===== config.mk =====
export PLATFORM = sky130hd
export DESIGN_NAME = fifo_flops_ext
export DESIGN_NICKNAME = d
export VERILOG_FILES = /design/src/rtl/fifo_pkg.sv /design/src/rtl/fifo_mem_flops.sv /design/src/rtl/fifo_flops_ext.sv
export SDC_FILE = /design/constraint.sdc
export NUM_CORES = 1
export LEC_CHECK = 0
export CAP_MARGIN = 20
export CORE_ASPECT_RATIO = 1.75
export CORE_MARGIN = 4
export CORE_UTILIZATION = 45
export CTS_BUF_LIST = sky130_fd_sc_hd__clkbuf_2
export DETAILED_ROUTE_END_ITERATION = 16
export GPL_ROUTABILITY_DRIVEN = 1
export SLEW_MARGIN = 20
export SYNTH_ARGS = -nofsm -noshare
export SYNTH_HDL_FRONTEND = slang
export SYNTH_HIERARCHICAL = 1
export SYNTH_SLANG_ARGS = --single-unit

===== constraint.sdc =====
create_clock -name clk -period 8.3 [get_ports clk]
set_input_delay 0.83 -clock clk [delete_from_list [all_inputs] [get_ports clk]]
set_output_delay 0.83 -clock clk [all_outputs]
set_load 0.01 [all_outputs]

===== src/rtl/fifo_pkg.sv =====
// Shared types and helpers for the flop-based FIFO family.
package fifo_pkg;

    typedef enum logic {
        FIFO_DROP_NEW  = 1'b0,
        FIFO_OVERWRITE = 1'b1
    } fifo_mode_e;

    function automatic int fifo_cw(input int d);
        return $clog2(d + 1);
    endfunction

    function automatic int fifo_aw(input int d);
        return (d > 1) ? $clog2(d) : 1;
    endfunction

endpackage


===== src/rtl/fifo_mem_flops.sv =====
// Flop array storage: one synchronous write port, one combinational read port.
module fifo_mem_flops #(
    parameter int bits  = 16,
    parameter int depth = 8,
    parameter int aw    = 3
) (
    input  logic            clk,
    input  logic            we,
    input  logic [aw-1:0]   waddr,
    input  logic [bits-1:0] wdata,
    input  logic [aw-1:0]   raddr,
    output logic [bits-1:0] rdata
);

    logic [bits-1:0] mem [depth];

    // Contents are deliberately not reset; occupancy gates visibility.
    always_ff @(posedge clk) begin
        if (we) begin
            mem[waddr] <= wdata;
        end
    end

    assign rdata = mem[raddr];

endmodule


===== src/rtl/fifo_flops_ext.sv =====
// Flop-based synchronous FIFO with any depth, occupancy, thresholds,
// sticky error flags and a selectable full-policy.
module fifo_flops_ext
    import fifo_pkg::*;
#(
    parameter int         bits   = 16,
    parameter int         depth  = 8,
    parameter int         af_lvl = 6,
    parameter int         ae_lvl = 1,
    parameter fifo_mode_e mode   = FIFO_DROP_NEW
) (
    input  logic                       clk,
    input  logic                       rst,
    input  logic [bits-1:0]            Din,
    input  logic                       push,
    input  logic                       pop,
    input  logic                       clr_err,
    output logic [bits-1:0]            Dout,
    output logic                       pndng,
    output logic                       full,
    output logic                       almost_full,
    output logic                       almost_empty,
    output logic [fifo_cw(depth)-1:0]  count,
    output logic                       overflow,
    output logic                       underflow
);

    localparam int CW = fifo_cw(depth);
    localparam int AW = fifo_aw(depth);

    localparam logic [CW-1:0] CNT_MAX = CW'(depth);
    localparam logic [CW-1:0] AF_CNT  = CW'(af_lvl);
    localparam logic [CW-1:0] AE_CNT  = CW'(ae_lvl);
    localparam logic [AW-1:0] PTR_MAX = AW'(depth - 1);

    if (bits < 1) begin : g_bad_bits
        $error("fifo_flops_ext: bits must be >= 1");
    end
    if (depth < 2) begin : g_bad_depth
        $error("fifo_flops_ext: depth must be >= 2");
    end
    if (af_lvl < 1 || af_lvl > depth) begin : g_bad_af
        $error("fifo_flops_ext: af_lvl must be in 1..depth");
    end
    if (ae_lvl < 0 || ae_lvl > depth - 1) begin : g_bad_ae
        $error("fifo_flops_ext: ae_lvl must be in 0..depth-1");
    end

    logic [AW-1:0]   rd_ptr;
    logic [AW-1:0]   wr_ptr;
    logic [CW-1:0]   cnt;
    logic [bits-1:0] rdata;

    logic is_empty;
    logic is_full;
    logic do_push;
    logic do_pop;
    logic ovw;
    logic adv_rd;
    logic ov_evt;
    logic un_evt;

    function automatic logic [AW-1:0] ptr_inc(input logic [AW-1:0] p);
        return (p == PTR_MAX) ? '0 : p + AW'(1);
    endfunction

    assign is_empty = (cnt == '0);
    assign is_full  = (cnt == CNT_MAX);

    // Full with a simultaneous pop always frees a slot this cycle.
    assign do_pop  = pop && !is_empty;
    assign ovw     = push && is_full && !pop && (mode == FIFO_OVERWRITE);
    assign do_push = push && (!is_full || pop || ovw);
    assign adv_rd  = do_pop || ovw;

    assign ov_evt = push && is_full && !pop;
    assign un_evt = pop && is_empty;

    fifo_mem_flops #(
        .bits  (bits),
        .depth (depth),
        .aw    (AW)
    ) u_mem (
        .clk   (clk),
        .we    (do_push),
        .waddr (wr_ptr),
        .wdata (Din),
        .raddr (rd_ptr),
        .rdata (rdata)
    );

    always_ff @(posedge clk or posedge rst) begin
        if (rst) begin
            rd_ptr <= '0;
            wr_ptr <= '0;
            cnt    <= '0;
        end else begin
            if (do_push) begin
                wr_ptr <= ptr_inc(wr_ptr);
            end
            if (adv_rd) begin
                rd_ptr <= ptr_inc(rd_ptr);
            end
            if (do_push && !adv_rd) begin
                cnt <= cnt + CW'(1);
            end else if (adv_rd && !do_push) begin
                cnt <= cnt - CW'(1);
            end
        end
    end

    // A fresh error in the same cycle as clr_err keeps the flag set.
    always_ff @(posedge clk or posedge rst) begin
        if (rst) begin
            overflow  <= 1'b0;
            underflow <= 1'b0;
        end else begin
            overflow  <= ov_evt || (overflow && !clr_err);
            underflow <= un_evt || (underflow && !clr_err);
        end
    end

    assign Dout         = is_empty ? '0 : rdata;
    assign pndng        = !is_empty;
    assign full         = is_full;
    assign almost_full  = (cnt >= AF_CNT);
    assign almost_empty = (cnt <= AE_CNT);
    assign count        = cnt;

endmodule


==> results.toml <==
[clock_network]
cts_num_sinks = 140
htree_num_levels = 4
cts_tree = "done"
postCtsSetupRepairBufs = 0
holdBufCountCts = 0
clockBufferDepth = 2
clkTransAtPathRegs_ns = 0.23
clock_latency_ns = 0.67
root_buffer = "clkbuf_2"
cts_buffers = 17
cts-resized-gates = 0

[timing]
worstMarginPinSlew_ns = 1.05
hold_viol_final = 0
fmax_mhz = 256
rsz0062_at_grt = "false"
setup_tns_ns = 0
clock_skew_ns = 0.0520
fin_crit_ns = 3.91
setup-violations-final = 0
slew_headroom = 0.301
worst_slack_ns = 4.39
drv_slew = 0
fin_crit_sh = 0.471

[critical_path]
path_class = "reg -> out"
crit_arrival_ns = 3.08
reg2reg_from = "count[0]$_DFFE_PP0P_"
critPathMaxFanout = 35
worstPathRequired_ns = 7.47
crit_path_start_kind = "flop"
crit_path_end_kind = "output pin"
r2r_cells = 8
reg2reg_slack_ns = 5.46
rr_endpoint = "count[3]$_DFFE_PP0P_"

[drt]
drc = 0
dr.pass1.iters = 4
vias = 2730
wire_per_inst_um = 20.7
first_iter_violations = 127
viasPerCell = 5.24
ant_nets = 0
wl_um = 10800

[synth]
syn_area_per_cell_um2 = 21.0
synth_top_area_frac = 0.667
synth_nets = 305
syn_area_um2 = 5770
yosys.area.top_type = "edfxtp_1"
yosysMostFrequentCell = "edfxtp_1"
synth.area.top_cells = "edfxtp_1, mux4_1, dfrtp_1, mux2_2, ha_1"
synth_flop_cell = "edfxtp_1"
synth_edf_count = 128
seq_area_frac_synth = 0.719
synthArstFlopShare = 0.0857
yosys-top-cells-count = "edfxtp_1, mux4_1, mux2_2, and2_1, dfrtp_1"
yosysWarnings = 6
synth_cell_type_count = 30
syn-instance-count = 275
ys_seq_elements = 140

[final_layout]
layout-drive-gt1-share = 0.205
multi_input_area_um2 = 1520
area_delta_synth_final_pct = 17.3
fill_cells = 1004
seq_area_um2 = 4140
nNetsFinal = 369

[pwr]
p_per_area_nw_per_um2 = 340
intPower_mw = 1.63
p_sw_mw = 0.672
vdd.ir_drop.worst_v = 0.000156
clkPwrFrac = 0.213
power_leakage_nw = 2.35
swShare = 0.292
comb_power_share = 0.366
seqPwrFrac = 0.420

[grt]
overflow = 0
grt_max_degree = 36
first_global_vias = 2940
grt_pass1_wl_um = 16700
grtUsageTotal = 0.158
antenna_found_initial = 1

[die]
die_y_um = 158
coreArea_um2 = 12500
initial_core_util = 0.461
die-area_um2 = 14800
die_w_um = 93.6
boundaryPins = 47
fp-row-count = 54

[place]
gp_congestion = 0.707
place_ws_ns = 5.05
place_hpwl_um = 6320
io_buffer_count = 46

[worst_hold_path]
hold_class = "in -> async"

[outcome]
status = "finished, final reports clean"

[run]
maxCapViolations = 0
[how the worst max path moves through the flow]
stage	start	endpoint	slack, ns	depth (start not counted)
floorplan	count[0]$_DFFE_PP0P_	u_mem/mem[0][0]$_DFFE_PP_	5.54	7
global placement	rd_ptr[0]$_DFFE_PP0P_	Dout[3]	5.06	5
detailed placement	rd_ptr[0]$_DFFE_PP0P_	Dout[3]	5.05	5
CTS	rd_ptr[0]$_DFFE_PP0P_	Dout[3]	4.27	5
global route	count[0]$_DFFE_PP0P_	Dout[6]	4.17	5
finish	rd_ptr[0]$_DFFE_PP0P_	Dout[13]	4.39	5
[sequential cells by signal, summed over array words and instances (netlist names)]
register	flops
count	4
overflow	1
rd_ptr	3
u_mem/mem	128
underflow	1
wr_ptr	3
[cell families (layout without fill, tap and decap cells)]
kind of cell             count (synthesis)  after routing  share of synthesized area
AND/OR/NAND/NOR                         42             42                     0.0417
XOR/XNOR                                 4              4                    0.00608
AO/OA/AOI/OAI                            6              6                    0.00694
other                                    0              1                          0
flip-flops                             140            140                      0.719
buffers and inverters                   19             96                     0.0193
adder cells (fa/ha/maj)                  9              9                     0.0195
multiplexers                            55             55                      0.188
[power by group through the flow]
stage / clock network, mW / logic, mW / registers, mW
6_report: 0.491 / 0.843 / 0.967
5_1_grt: 0.539 / 0.913 / 0.981
4_1_cts: 0.506 / 0.862 / 0.968
3_5_place_dp: 0 / 0.858 / 0.985
3_3_place_gp: 0 / 0.853 / 0.981
2_1_floorplan: 0 / 0.539 / 0.959
[through the flow]
| step | area, um2 | hold slack (ns) | utilization | std cells | power (mW) |
|---|---|---|---|---|---|
| 2_1_floorplan | 5770 | 0.505 | - | 275 | 1.50 |
| 3_3_place_gp | 6440 | 0.479 | 0.515 | 488 | 1.83 |
| 3_5_place_dp | 6440 | 0.480 | 0.515 | 488 | 1.84 |
| 4_1_cts | 6760 | 0.405 | 0.541 | 520 | 2.34 |
| 5_1_grt | 6760 | 0.408 | 0.541 | 521 | 2.43 |
| 6_report | 6760 | 0.451 | 0.541 | 521 | 2.30 |
[cell usage in the layout, fill, tap and decap left out, drive strengths merged, types with 4 or more instances in the layout]
master         synthesis  routed
bufinv                 0       6
nor2                  10      10
clkdlybuf4s50          0      46
nand2b                 4       4
nand2                  4       4
mux4                  32      32
mux2                  22      22
inv                    8       8
buf                   10      10
ha                     9       9
dfrtp                 12      12
and2                  16      16
edfxtp               128     128
clkbuf                 1      20
[cell type report]
class	instances	area share
Clock inverter	12	0.0326
Sequential cell	140	0.613
Inverter	8	0.00444
Clock buffer	20	0.0148
Antenna cell	1	0.000370
Tap cell	168	0.0311
Timing Repair Buffer	56	0.0792
Multi-Input combinational cell	116	0.225
[worst max-delay path, cell delays in order (launching register included)]
cell,delay (ns)
dfrtp_1,0.37
buf_4,0.51
mux4_1,0.65
mux2_2,0.30
and2_1,0.14
clkdlybuf4s50_1,0.47
[layer usage]
metal,share of wire,up-vias,global-route usage
met5,0,-,0
met4,0.013,0,0.0496
met3,0.035,12,0.0385
met2,0.54,62,0.278
met1,0.42,1401,0.191
li1,-,1255,-
No activity file was read; power rests on OpenSTA's default activity.
